`src/rtl/sram_arb_pkg.sv`:
```
// rtl/sram_arb_pkg.sv - shared constants, response-pipe entry type and clog2 helper for the SRAM arbiter
package sram_arb_pkg;

  localparam int DEF_RD_LATENCY = 2;
  // Wide enough to name any of up to 8 requesters.
  localparam int ID_WIDTH = 3;

  typedef struct packed {
    logic                valid;
    logic [ID_WIDTH-1:0] id;
  } rsp_entry_t;

  function automatic int clog2_min1(input int value);
    int result;
    result = 1;
    for (int i = 1; i < 31; i++) begin
      if ((1 << i) < value) result = i + 1;
    end
    return result;
  endfunction

endpackage

```
`src/rtl/sram_rr_pick.sv`:
```
// rtl/sram_rr_pick.sv - combinational masked round-robin picker: request vector and pointer to one-hot grant
module sram_rr_pick
  import sram_arb_pkg::*;
#(
  parameter int NUM_REQ = 4
) (
  input  logic [NUM_REQ-1:0]  req,
  input  logic [ID_WIDTH-1:0] ptr,
  output logic [NUM_REQ-1:0]  gnt
);

  logic [NUM_REQ-1:0] upper;
  logic [NUM_REQ-1:0] upper_first;
  logic [NUM_REQ-1:0] any_first;

  // Requests at or above the pointer win first; otherwise wrap to the lowest index.
  always_comb begin
    upper = '0;
    for (int i = 0; i < NUM_REQ; i++) begin
      upper[i] = req[i] && (i >= int'(ptr));
    end
  end

  assign upper_first = upper & (-upper);
  assign any_first   = req & (-req);
  assign gnt         = (|upper) ? upper_first : any_first;

endmodule

```
`src/rtl/sram_req_arbiter.sv`:
```
// rtl/sram_req_arbiter.sv - round-robin arbiter sharing one SRAM port among NUM_REQ requesters
// Define SRAM_ARB_WR_PRIO_EN to let any pending write beat every pending read.
module sram_req_arbiter
  import sram_arb_pkg::*;
#(
  parameter  int NUM_REQ    = 4,
  parameter  int RAM_DEPTH  = 16,
  parameter  int RAM_WIDTH  = 32,
  parameter  int RD_LATENCY = DEF_RD_LATENCY,
  localparam int ADDR_WIDTH = clog2_min1(RAM_DEPTH)
) (
  input  logic                          clockCore,
  input  logic                          resetCore,
  input  logic [NUM_REQ-1:0]            reqVld,
  input  logic [NUM_REQ-1:0]            reqWr,
  input  logic [NUM_REQ*ADDR_WIDTH-1:0] reqAddr,
  input  logic [NUM_REQ*RAM_WIDTH-1:0]  reqWrData,
  output logic [NUM_REQ-1:0]            reqGnt,
  output logic [NUM_REQ-1:0]            rspVld,
  output logic [RAM_WIDTH-1:0]          rspData,
  output logic                          sramRdEn,
  output logic                          sramWrEn,
  output logic [ADDR_WIDTH-1:0]         sramAddr,
  output logic [RAM_WIDTH-1:0]          sramWrData,
  input  logic [RAM_WIDTH-1:0]          sramRdData,
  output logic                          idle
);

  logic [ID_WIDTH-1:0]   rr_ptr;
  logic [ID_WIDTH-1:0]   win_id;
  logic [ID_WIDTH-1:0]   next_ptr;
  logic                  win_wr;
  logic [ADDR_WIDTH-1:0] win_addr;
  logic [RAM_WIDTH-1:0]  win_data;
  logic                  accept;
  logic                  pipe_busy;
  rsp_entry_t            rsp_pipe [RD_LATENCY+1];

`ifdef SRAM_ARB_WR_PRIO_EN
  logic [NUM_REQ-1:0] wr_set;
  logic [NUM_REQ-1:0] wr_gnt;
  logic [NUM_REQ-1:0] all_gnt;

  assign wr_set = reqVld & reqWr;
  sram_rr_pick #(.NUM_REQ(NUM_REQ)) u_pick_wr  (.req(wr_set), .ptr(rr_ptr), .gnt(wr_gnt));
  sram_rr_pick #(.NUM_REQ(NUM_REQ)) u_pick_all (.req(reqVld), .ptr(rr_ptr), .gnt(all_gnt));
  assign reqGnt = (|wr_set) ? wr_gnt : all_gnt;
`else
  sram_rr_pick #(.NUM_REQ(NUM_REQ)) u_pick_all (.req(reqVld), .ptr(rr_ptr), .gnt(reqGnt));
`endif

  assign accept = |reqGnt;

  always_comb begin
    win_id   = '0;
    next_ptr = '0;
    win_wr   = 1'b0;
    win_addr = '0;
    win_data = '0;
    for (int i = 0; i < NUM_REQ; i++) begin
      if (reqGnt[i]) begin
        win_id   = ID_WIDTH'(i);
        next_ptr = (i == NUM_REQ - 1) ? '0 : ID_WIDTH'(i + 1);
        win_wr   = reqWr[i];
        win_addr = reqAddr[i*ADDR_WIDTH +: ADDR_WIDTH];
        win_data = reqWrData[i*RAM_WIDTH +: RAM_WIDTH];
      end
    end
  end

  always_ff @(posedge clockCore or negedge resetCore) begin
    if (!resetCore) begin
      rr_ptr     <= '0;
      sramRdEn   <= 1'b0;
      sramWrEn   <= 1'b0;
      sramAddr   <= '0;
      sramWrData <= '0;
    end else begin
      sramRdEn <= accept && !win_wr;
      sramWrEn <= accept && win_wr;
      if (accept) begin
        rr_ptr     <= next_ptr;
        sramAddr   <= win_addr;
        sramWrData <= win_data;
      end
    end
  end

  // Stage s holds a read accepted s+1 cycles earlier; the last stage lines up with sramRdData.
  always_ff @(posedge clockCore or negedge resetCore) begin
    if (!resetCore) begin
      for (int s = 0; s <= RD_LATENCY; s++) rsp_pipe[s] <= '0;
    end else begin
      rsp_pipe[0] <= rsp_entry_t'{valid: accept && !win_wr, id: win_id};
      for (int s = 1; s <= RD_LATENCY; s++) rsp_pipe[s] <= rsp_pipe[s-1];
    end
  end

  always_comb begin
    rspVld    = '0;
    pipe_busy = 1'b0;
    for (int i = 0; i < NUM_REQ; i++) begin
      if (rsp_pipe[RD_LATENCY].valid && rsp_pipe[RD_LATENCY].id == ID_WIDTH'(i)) rspVld[i] = 1'b1;
    end
    for (int s = 0; s <= RD_LATENCY; s++) begin
      pipe_busy = pipe_busy | rsp_pipe[s].valid;
    end
  end

  assign rspData = sramRdData;
  assign idle    = !(|reqVld) && !pipe_busy;

endmodule
```
`config.mk`:
```
export PLATFORM = sky130hd
export DESIGN_NAME = sram_req_arbiter
export DESIGN_NICKNAME = d
export VERILOG_FILES = /design/src/rtl/sram_arb_pkg.sv /design/src/rtl/sram_rr_pick.sv /design/src/rtl/sram_req_arbiter.sv
export SDC_FILE = /design/constraint.sdc
export NUM_CORES = 1
export LEC_CHECK = 0
export BUFFER_PORTS_ARGS = -buffer_cell sky130_fd_sc_hd__buf_2
export CORE_AREA = 2 2 102 104
export CTS_CLUSTER_SIZE = 40
export DETAILED_ROUTE_END_ITERATION = 8
export DIE_AREA = 0 0 104 106
export HOLD_SLACK_MARGIN = 0.15
export PLACE_DENSITY = 0.66
export SYNTH_ARGS = -nofsm -noshare
export SYNTH_HDL_FRONTEND = slang
export SYNTH_SLANG_ARGS = --single-unit
```
`constraint.sdc`:
```
create_clock -name clockCore -period 3 [get_ports clockCore]
set_input_delay 0.15 -clock clockCore [delete_from_list [all_inputs] [get_ports clockCore]]
set_output_delay 0.15 -clock clockCore [all_outputs]
set_load 0.1 [all_outputs]
```
* Word-level counts from Yosys, hierarchy flattened
Index checks and enable logic that the tools add are counted.
Cells by class: $add $sub $neg 2, order comparisons 4, eq/ne operators 3, muxes and demuxes 24, bitwise gates (word level) 4, reductions and logical operators 18
Operator list (count):
- $mux W32 | 4
- $mux W4 | 5
- $mux W3 | 4
- $reduce_or A4 Y1 | 3
- $logic_and A1 B1 Y1 | 11
- $mux W1 | 10
- $and A4 B4 Y4 | 2
- $neg A4 Y4 | 2
- $eq A3 B2 Y1 const B | 2
- $ge A1 B3 Y1 const A | 2
- $ge A2 B3 Y1 const A | 2
- $eq A3 B1 Y1 const B | 1
- $logic_not A1 Y1 | 3
- $logic_not A3 Y1 | 1
- $mux W2 | 1
- $or A1 B1 Y1 | 2
Word-level totals: flip-flop bits (word level) 52, input port bits 186, output and inout port bits 79, logic and storage cells 65

* Depth between registers and ports, before layout
depth after elaboration 11, depth in mapped cells 8, gate-level depth less buffers 6

* Hierarchy
Synthesis repeated with hierarchy kept, for this count alone.
Second synthesis, totals: cell total of the unflattened synthesis 415, area total of the unflattened synthesis 3402.0 µm²
Modules (own cells, without submodules):
- sram_req_arbiter | instances 1, cells an instance 396, area an instance 3271.9 µm², sequential area each 1201.2 µm²
- sram_rr_pick | instances 1, cells an instance 19, area an instance 130.1 µm², sequential area each 0.0 µm²

* Worst setup path after synthesis
No wires, ideal clock.
path type input -> output, from input reqVld[2], to output idle, arrival time 3.979 ns, required time 2.850 ns, path slack -1.129 ns, stages on the path 5, buffers on the path 3, path through buf_4 -> or4_1 -> buf_2 -> clkbuf_1 -> nor4_1
On the way: longest elaborated chain between the ends 3
RTL lines:
- start: declaration | line sram_req_arbiter.sv:14 | input logic [NUM_REQ-1:0] reqVld,
- $reduce_or A4 Y1 | line sram_req_arbiter.sv:111 | assign idle = !(|reqVld) && !pipe_busy;
- $logic_not A1 Y1 | line sram_req_arbiter.sv:111
- $logic_and A1 B1 Y1 | line sram_req_arbiter.sv:111
- end: declaration | line sram_req_arbiter.sv:26 | output logic idle
No other way between the ends.

* Worst setup path in the final report
from register rr_ptr[1], to register sramWrData[2]
On the way: longest elaborated chain between the ends 9, elaborated cells between the ends (all ways) 17, classes of those cells add/sub (1); order compare (4); mux (5); bitwise (1); reduce/logical (6)
RTL lines:
- start: declaration | line sram_req_arbiter.sv:29 | logic [ID_WIDTH-1:0] rr_ptr;
- start signal: assignment | line sram_req_arbiter.sv:82 | rr_ptr <= next_ptr;
- $ge A1 B3 Y1 | line sram_rr_pick.sv:20 | upper[i] = req[i] && (i >= int'(ptr));
- $logic_and A1 B1 Y1 | line sram_rr_pick.sv:20
- $neg A4 Y4 | line sram_rr_pick.sv:24 | assign upper_first = upper & (-upper);
- $and A4 B4 Y4 | line sram_rr_pick.sv:24
- $mux W4 * | line sram_rr_pick.sv:26 | assign gnt = (|upper) ? upper_first : any_first;
- $mux W32 (4 in a row) | line sram_req_arbiter.sv:61 | if (reqGnt[i]) begin
- end signal: assignment | line sram_req_arbiter.sv:84 | sramWrData <= win_data;
- end: declaration | line sram_req_arbiter.sv:24 | output logic [RAM_WIDTH-1:0] sramWrData,
Mark *: on every way between the ends. The rest lies on a longest branch, timed or not. A chain may end at the register's enable or synchronous reset.

==> impl_metrics.py <==
metrics = {
    "placement": {
        "dp_hpwl_um": 6890,
        "globalplace.congestion": 0.781,
        "port_buffers": 200,
    },
    "clock_tree": {
        "htree_levels": 2,
        "clk_pin_slew_ns": 0.08,
        "tritoncts": "done",
        "postCtsSetupBuffers": 0,
        "cts_hold_buf": 61,
        "insertion_delay_ns": 0.29,
        "cts_buffers": 5,
        "cts_buffer_depth": 2,
        "cts_sinks": 48,
        "cts_resized": 0,
        "cts_root_buffer": "clkbuf_8",
    },
    "cells_and_area": {
        "drive_gt1_frac": 0.426,
        "syn_to_final_growth_pct": 59.7,
        "nNetsFinal": 694,
        "antenna_cells": 0,
    },
    "setup_path": {
        "crit_arrival_ns": 2.75,
        "r2r-start": "rr_ptr[1]",
        "crit_required_ns": 3.18,
        "cp_max_fo": 23,
        "path_class": "flop to flop",
        "rrSetupSlack_ns": 0.44,
        "worstSetupStartpointType": "flop",
        "end_kind": "flop",
        "startpoint": "rr_ptr[1]",
    },
    "worst_hold_path": {
        "hp-start": "reqWrData[97]",
        "hp-class": "input pin to flop",
    },
    "global_routing": {
        "grt_pass1_wl_um": 15700,
        "grt.total_usage": 0.175,
        "antenna_found_initial": 0,
        "grt_pass1_vias": 3364,
        "grt_max_degree": 49,
        "overflow": 0,
    },
    "route": {
        "drt_iter0_markers": 247,
        "wl_met3_um": 755,
        "met1_length_um": 3840,
        "wl_um": 10100,
        "drc": 0,
        "vias_per_cell": 5.10,
        "wl_per_cell_um": 15.6,
        "routed.top_layer": "met4",
        "postRouteAntennaNets": 0,
        "wl_met2_um": 5330,
        "vias": 3291,
        "drt-pass1-iter-count": 5,
    },
    "floorplanning": {
        "rows": 37,
        "initial_utilization": 0.267,
        "dieHeight_um": 106,
        "io_pins": 265,
        "dieArea_um2": 11000,
        "die_x_um": 104,
        "core_um2": 10000,
    },
    "yosys": {
        "synth.distinct_cells": 31,
        "ys_seq_elements": 48,
        "ys_warn_count": 0,
        "synth_compound_area_frac": 0.309,
        "synth-xor-area-share": 0,
        "netlist_area_um2": 2670,
        "seq_area_frac_synth": 0.451,
        "yosys.area_share.simple": 0.0962,
        "syn-num-nets": 477,
        "synthAdderAreaFrac": 0,
        "avgSynthCellArea_um2": 9.16,
        "muxShareOfSynthArea": 0,
        "synth_top_family_by_area": "compound AO/OA/AOI/OAI gates",
        "syn_inst": 291,
    },
    "sta": {
        "min_period_ns": 2.56,
        "drv_slew": 0,
        "rsz0062_at_grt": "no",
        "fin_crit_sh": 0.855,
        "max_freq_mhz": 390,
        "slew-limit-headroom": 0.283,
        "finalSetupViolations": 0,
        "hold_viol": 0,
        "clock_skew_ns": 0.00268,
        "tns_ns": 0,
        "worstMarginPinSlew_ns": 1.08,
    },
    "power_and_ir_drop": {
        "peakVddDrop_mv": 0.454,
        "powerDensity_nw_per_um2": 940,
        "p_leak_nw": 2.05,
        "finalPower_mw": 4.00,
    },
    "flow_run": {
        "maxCapViolCount": 0,
    },
    "outcome": {
        "status": "finished clean",
    },
}
## power by group
group	total [mW]	internal, mW	switching, mW
clock network	0.398	0.188	0.209
logic	2.60	0.607	1.99
registers	1.00	0.860	0.143
## sequential cells by signal (all words and copies together), names as in the netlist
name,flops
rr_ptr,2
sramWrEn,1
sramAddr,4
sramWrData,32
rsp_pipe,9
## worst paths after layout
path                                        to  depth (start not counted)
worst max-delay path             sramWrData[2]                          6
worst max register to register   sramWrData[2]                          6
min in group asynchronous       sramWrData[12]                          2
worst min register to register     rsp_pipe[5]                          0
max in group asynchronous       sramWrData[16]                          2
worst min-delay path             sramWrData[1]                          3
## Yosys cell counts, drive strengths merged
cell | n | area, um2
dfrtp | 48 | 1200
buf | 46 | 319
nand2 | 41 | 154
a21oi | 38 | 190
o22ai | 37 | 231
a221oi | 36 | 315
clkbuf | 14 | 53.8
and3 | 3 | 18.8
inv | 3 | 11.3
nand2b | 3 | 18.8
nor2 | 3 | 11.3
a211o | 2 | 17.5
nor4 | 2 | 12.5
o21a | 2 | 15.0
a21o | 1 | 7.51
a222oi | 1 | 10.0
a2bb2oi | 1 | 8.76
a31oi | 1 | 6.26
and2 | 1 | 6.26
and3b | 1 | 8.76
nor2b | 1 | 6.26
nor3 | 1 | 5.00
nor3b | 1 | 7.51
o211ai | 1 | 7.51
o21ai | 1 | 5.00
o221ai | 1 | 8.76
or4 | 1 | 7.51
## through the flow
stage / hold slack, ns / util / std cells / worst slack, ns / instance area, um2
global route: 0.157 / 0.426 / 645 / 0.220 / 4260
floorplan: -0.146 / - / 291 / 0.0516 / 2670
finish: 0.161 / 0.426 / 645 / 0.436 / 4260
detailed placement: 0.301 / 0.355 / 576 / 1.00 / 3550
global placement: 0.301 / 0.355 / 576 / 1.06 / 3550
CTS: 0.154 / 0.426 / 645 / 0.470 / 4260
## logic make-up (layout without fill, tap and decap cells)
family                 count (synthesis)  after routing
buffers and inverters                 63            281
and+or+nand+nor                       58             58
DFF                                   48             48
AOI/OAI and AO/OA                    122            122
## final cells by class
| type | count | area, um2 |
|---|---|---|
| clock buffer | 8 | 90.1 |
| fill | 1028 | 5740 |
| inverter | 3 | 11.3 |
| multi-input combinational | 180 | 1100 |
| sequential | 48 | 1200 |
| tap | 136 | 170 |
| timing repair buffer | 270 | 1680 |
## cell usage in the layout, fill, tap and decap left out
cell type        n
buf_4            9
nand2b_1         3
o22ai_1         37
nor2_1           3
or4_1            1
nor3_1           1
buf_2          200
nor2b_1          1
nand2_1         41
a21oi_1         38
a2bb2oi_1        1
clkbuf_8         6
and3_1           3
nor4_2           1
o211ai_1         1
nor3b_1          1
o221ai_4         1
a221oi_1        36
dfrtp_1         48
and2_1           1
dlygate4sd3_1   61
o21ai_1          1
inv_1            3
a21o_1           1
and3b_1          1
nor4_1           1
a222oi_1         1
a31oi_1          1
o21a_1           2
a211o_1          2
clkbuf_1         2
## critical path: stages (launching register included)
cell and delay [ns]:
dfrtp_1 0.49, o211ai_1 0.21, nand2_1 0.40, buf_4 0.39, a221oi_1 0.30, a21oi_1 0.11
dlygate4sd3_1 0.56
## metal layers
metal,up-vias,global-route usage
li1,1501,-
met1,1591,0.189
met2,177,0.334
met3,22,0.0380
met4,0,0.0666
met5,-,0
Note: power is estimated with default switching activity, not from simulation.
